===== src/rtl/add_64_seq.sv =====
// Multi-cycle 64-bit adder: adds CHUNK_W bits per cycle, LSB chunk first,
// and reports sum plus overflow/carry/zero/sign flags with a one-cycle done pulse.
module add_64_seq #(
    parameter int CHUNK_W = 16
) (
    input  logic        clk,
    input  logic        rst_n,
    input  logic        start,
    input  logic [63:0] a,
    input  logic [63:0] b,
    output logic        busy,
    output logic        done,
    output logic [63:0] sum,
    output logic        overflow,
    output logic        cf,
    output logic        zf,
    output logic        sf
);

    localparam int NCHUNK = 64 / CHUNK_W;
    localparam int KW     = (NCHUNK > 1) ? $clog2(NCHUNK) : 1;

    typedef enum logic [1:0] {
        IDLE = 2'd0,
        RUN  = 2'd1,
        DONE = 2'd2
    } state_t;

    state_t state, state_nxt;

    logic [NCHUNK-1:0][CHUNK_W-1:0] a_q, b_q, sum_q, sum_nxt;
    logic [KW-1:0]                  k;
    logic                           carry;
    logic                           accept;
    logic                           last;
    logic [CHUNK_W:0]               chunk_sum;

    // Start is honoured only while no addition is in flight.
    always_comb begin
        accept    = (state != RUN) && start;
        last      = (k == KW'(NCHUNK - 1));
        chunk_sum = {1'b0, a_q[k]} + {1'b0, b_q[k]} + (CHUNK_W + 1)'(carry);
        sum_nxt   = sum_q;
        sum_nxt[k] = chunk_sum[CHUNK_W-1:0];
    end

    always_ff @(posedge clk) begin
        if (!rst_n) begin
            state <= IDLE;
        end else begin
            state <= state_nxt;
        end
    end

    always_comb begin
        state_nxt = state;
        case (state)
            IDLE:    state_nxt = start ? RUN : IDLE;
            RUN:     state_nxt = last ? DONE : RUN;
            DONE:    state_nxt = start ? RUN : IDLE;
            default: state_nxt = IDLE;
        endcase
    end

    always_comb begin
        busy = (state == RUN);
        done = (state == DONE);
    end

    // Operand latches carry no reset; they are always reloaded before use.
    always_ff @(posedge clk) begin
        if (rst_n && accept) begin
            a_q <= a;
            b_q <= b;
        end
    end

    always_ff @(posedge clk) begin
        if (!rst_n) begin
            k        <= '0;
            carry    <= 1'b0;
            sum_q    <= '0;
            overflow <= 1'b0;
            cf       <= 1'b0;
            zf       <= 1'b0;
            sf       <= 1'b0;
        end else if (accept) begin
            k     <= '0;
            carry <= 1'b0;
        end else if (state == RUN) begin
            sum_q <= sum_nxt;
            carry <= chunk_sum[CHUNK_W];
            k     <= last ? '0 : k + KW'(1);
            // Flags move only when the final chunk lands, so they stay stable through RUN.
            if (last) begin
                overflow <= (a_q[NCHUNK-1][CHUNK_W-1] == b_q[NCHUNK-1][CHUNK_W-1]) &&
                            (sum_nxt[NCHUNK-1][CHUNK_W-1] != a_q[NCHUNK-1][CHUNK_W-1]);
                cf       <= chunk_sum[CHUNK_W];
                zf       <= (sum_nxt == '0);
                sf       <= sum_nxt[NCHUNK-1][CHUNK_W-1];
            end
        end
    end

    assign sum = sum_q;

endmodule

===== config.mk =====
export PLATFORM = sky130hd
export DESIGN_NAME = add_64_seq
export DESIGN_NICKNAME = d
export VERILOG_FILES = /design/src/rtl/add_64_seq.sv
export SDC_FILE = /design/constraint.sdc
export NUM_CORES = 1
export LEC_CHECK = 0
export ABC_AREA = 1
export CAP_MARGIN = 20
export CORE_MARGIN = 2
export CORE_UTILIZATION = 46
export CTS_BUF_LIST = sky130_fd_sc_hd__clkbuf_8 sky130_fd_sc_hd__clkbuf_16
export DETAILED_ROUTE_END_ITERATION = 12
export PLACE_DENSITY_LB_ADDON = 0.15
export SYNTH_ARGS = -nofsm -noshare
export SYNTH_HDL_FRONTEND = slang
export SYNTH_SLANG_ARGS = --single-unit

===== constraint.sdc =====
create_clock -name clk -period 13.6 [get_ports clk]
set_input_delay 2.04 -clock clk [delete_from_list [all_inputs] [get_ports clk]]
set_output_delay 2.04 -clock clk [all_outputs]
set_load 0.005 [all_outputs]

== Word level (Yosys, flattened, before mapping) ==
Cells that the tools add are included.
Storage, ports and cells
  register bits after elaboration: 201
  latch bits: 0
  memory bits (writable): 0
  bits in read-only memories: 0
  bits of input ports: 131
  output and inout port bits: 70
  logic and storage cells: 53
  memories kept: 0
Operators by class
  add/subtract/negate cells: 3
  multiply operators: 0
  div/mod/pow operators: 0
  order comparisons: 2
  equal/unequal tests: 6
  shifts and indexed selects: 0
  muxes and demuxes: 11
  bitwise logic cells: 2
  reduce and logical (&&, ||, !) cells: 10
Operators by type and width (number)
  binary-select mux 16 bit (select 2 bit): 2
  bitwise mux 64 bit: 1
  zero test 64 bit: 1
  two-way mux 16 bit: 3
  demux 16 bit (select 2 bit): 1
  adder 16 x 16 -> 17 bit: 1
  adder 17 x 1 -> 17 bit: 1
  == test 2 bit, second input constant: 2
  logical AND 1 bit: 4
  two-way mux 2 bit: 2
  one-hot mux 2 bit (2 select lines): 1
  OR reduction 2 bit: 2
  < comparator 2 x 3 -> 1 bit, second input constant: 1
  AND reduction 3 bit: 1
  adder 2 x 1 -> 2 bit, second input constant: 1
  == test 2 x 1 -> 1 bit, second input constant: 1
  greater-or-equal comparator 2 x 1 -> 1 bit, second input constant: 1
  zero test 2 bit: 1
  inequality test 2 x 1 -> 1 bit, second input constant: 1
  inverter 1 bit: 2
  AND reduction 2 bit: 1
  == test 1 bit: 1
  two-way mux 1 bit: 1
  inequality test 1 bit: 1

== Logic depth before layout (Yosys ltp) ==
  depth in word-level cells: 7
  gate-level depth with buffers: 23
  mapped depth without buffers: 21

== Worst setup path before layout ==
OpenSTA, ideal clock, no wires.
  kind: input -> register
  start: in rst_n
  end: reg a_q[0] (netlist name) (enable)
  setup time: 0.772 ns
  data arrival time: 11.334 ns
  required time: 12.828 ns
  path slack: 1.494 ns
  stages on the path: 4
  buffers on the path: 2
  cell sequence: clkbuf_1 -> clkinv_1 -> buf_6 -> nor3_1
On the way
  word-level cells in the longest chain between the ends: 1
RTL lines
  start, declared: line 7  | input logic rst_n,
  logical AND 1 bit: line 72  | if (rst_n && accept) begin
  end signal, assigned: line 73  | a_q <= a;
  end, declared: line 31  | logic [NCHUNK-1:0][CHUNK_W-1:0] a_q, b_q, sum_q, sum_nxt;
Every way passes these cells.
A chain may end at the register's enable or synchronous reset.

== Final worst setup path ==
  start: in rst_n
  end: reg a_q[12] (netlist name) (enable)
Same word-level chain as after synthesis.

==> results.json <==
{
  "outcome": "completed",
  "die_h_um": 149,
  "crit_path_start": "rst_n",
  "layout-drive-gt1-share": 0.105,
  "yosysMostFrequentCell": "nand2_1",
  "routedWlPerCell_um": 15.8,
  "synth_area_leaders": "edfxtp_1 40%, dfxtp_1 15%, nand2_1 8.4%",
  "crit_path_start_kind": "input pin",
  "synth_top_area_share": 0.400,
  "synth_cells": 1086,
  "synth_compound_area_frac": 0.125,
  "drtIter0Drc": 542,
  "finalWirelength_um": 24600,
  "tritoncts": "built",
  "synth_nets": 1238,
  "rsz0062_at_grt": "no",
  "worstSetupPathType": "in2reg",
  "initial_utilization": 0.472,
  "power_density_nw_per_um2": 131,
  "finalHoldViolations": 0,
  "synth-edff-count": 128,
  "min_from": "sf",
  "fin_nets": 1426,
  "cts_max_path_buffers": 3,
  "placementRows": 52,
  "num_io_pins": 201,
  "syn_avg_cell_area_um2": 8.85,
  "yosys.area.top_type": "edfxtp_1",
  "track_usage": 0.222,
  "ys.flop_type": "edfxtp_1",
  "portBuffers": 200,
  "critPathMaxFanout": 87,
  "finalCritPeriodShare": 0.346,
  "synthAdderAreaFrac": 0.0289,
  "chipWidth_um": 149,
  "remaining_drc_errors": 0,
  "tightest_slew_ns": 1.04,
  "num_vias": 8018,
  "crit_arrival_ns": 4.83,
  "cp.required_ns": 13.72,
  "post_cts_buffers": 0,
  "synth.area.mux_share": 0,
  "max_slew_margin": 0.304,
  "crit_path_end_kind": "flop",
  "core_um2": 20400,
  "regToRegSetupSlack_ns": 9.30,
  "synth-warning-count": 0,
  "postLayoutCellArea_um2": 12600,
  "grt_max_degree": 88,
  "antenna_found_initial": 0,
  "cap_violations": 0,
  "hold_path.class": "reg2reg",
  "fin_util": 0.620,
  "yosysUniqueCellTypes": 40,
  "ys_async_sr_fraction": 0,
  "clock_latency_ns": 0.50,
  "grt_pass1_vias": 7576,
  "cts.clk_slew.worst_paths_ns": 0.06,
  "fillers": 1731,
  "timing.rr.start": "k[0]",
  "ys_seq_elements": 201,
  "skew_ns": 0.00931,
  "r2r_cells": 21,
  "grt_overflow": 0,
  "grt_pass1_wl_um": 38700,
  "clkSinkCount": 201,
  "p_leak_uw": 0.00535,
  "ys_seq_area_frac": 0.552,
  "cts_hold_buf": 0,
  "via_per_inst": 5.14,
  "ir_drop_v": 0.000112,
  "post_cts_resized": 0,
  "post-dp-hpwl_um": 17500,
  "fmax_ghz": 0.213,
  "antenna_left": 0,
  "yosys.area_share.simple": 0.226,
  "gp_congestion": 0.847,
  "numCtsBuffers": 22,
  "tns_ns": 0,
  "dieArea_um2": 22100,
  "n_antenna_cell": 0,
  "netlist_area_um2": 9610,
  "cts_root_buf": "clkbuf_16",
  "synth_top_family_by_area": "simple AND/OR/NAND/NOR gates",
  "synth_commonest_cells": "216 x nand2_1, 142 x nor2_1, 128 x edfxtp_1",
  "h-tree-depth": 1,
  "placed_cell_area_um2": 11800,
  "final_max_slew_viol_count": 0,
  "drt_pass1_iterations": 5,
  "area_growth_pct": 31.4,
  "period_needed_ns": 4.70,
  "synthXorXnorAreaFrac": 0,
  "setup_viol": 0,
  "hold-path-cell-count": 2
}
## power breakdown
| group | internal [uW] | switching [uW] |
|---|---|---|
| Clock | 394 | 238 |
| Combinational | 132 | 196 |
| Sequential | 683 | 15.7 |
## worst paths after layout
check	end
hold reg to reg	sf
setup reg to reg	zf
setup / recovery	a_q[12]
hold / removal	sf
## routing by layer
layer | share of wire | up-vias | GRT usage
li1 | - | 4012 | -
met4 | 0.027 | 0 | 0.0652
met1 | 0.43 | 3631 | 0.301
met5 | 0 | - | 0
met2 | 0.47 | 327 | 0.368
met3 | 0.075 | 48 | 0.0399
## layout make-up
cell class	instances	area, um^2	share of cell area
clock buffers	31	697	0.0552
clock inverters	9	96.3	0.00763
well taps	270	338	0.0267
inverters	119	447	0.0354
repair buffers	212	2090	0.166
flip-flops and latches	201	5310	0.420
multi-input cells	718	3660	0.289
## critical path, stage by stage
cell and delay [ns]:
clkdlybuf4s50_1 0.45, buf_4 0.41, clkinv_1 0.19, nor3_2 0.25, buf_4 0.49, buf_4 0.89
## stage by stage
stage	cells	hold WS [ns]	worst slack, ns	power [uW]
floorplan	1086	0.460	1.49	907
global placement	1520	0.469	8.42	1030
detailed placement	1520	0.469	8.42	1040
CTS	1560	0.487	8.94	1670
global route	1560	0.517	8.75	1730
finish	1560	0.492	8.90	1660
## registers in the layout (all words and copies together) (netlist names)
| register | flops |
|---|---|
| a_q | 64 |
| b_q | 64 |
| carry | 1 |
| cf | 1 |
| k | 2 |
| overflow | 1 |
| sf | 1 |
| state | 2 |
| sum | 64 |
| zf | 1 |
## placed cells by master, fill, tap and decap left out, drive strengths merged, types with 6 or more instances in the layout
cell type	instances
clkinv	6
edfxtp	128
o21ai	114
ha	19
inv	119
a21oi	24
clkdlybuf4s50	200
nand3	62
o22ai	30
or2	18
nor2	154
clkbuf	31
buf	12
dfxtp	73
o211ai	30
nand2	246
## cell families (layout without fill, tap and decap cells)
family / after synthesis / count (layout)
flip-flops: 201 / 201
adder cells (fa/ha/maj): 21 / 21
buffers and inverters: 167 / 371
AO/OA/AOI/OAI: 208 / 208
AND/OR/NAND/NOR: 489 / 489
Power figures use the tool's default switching activity.
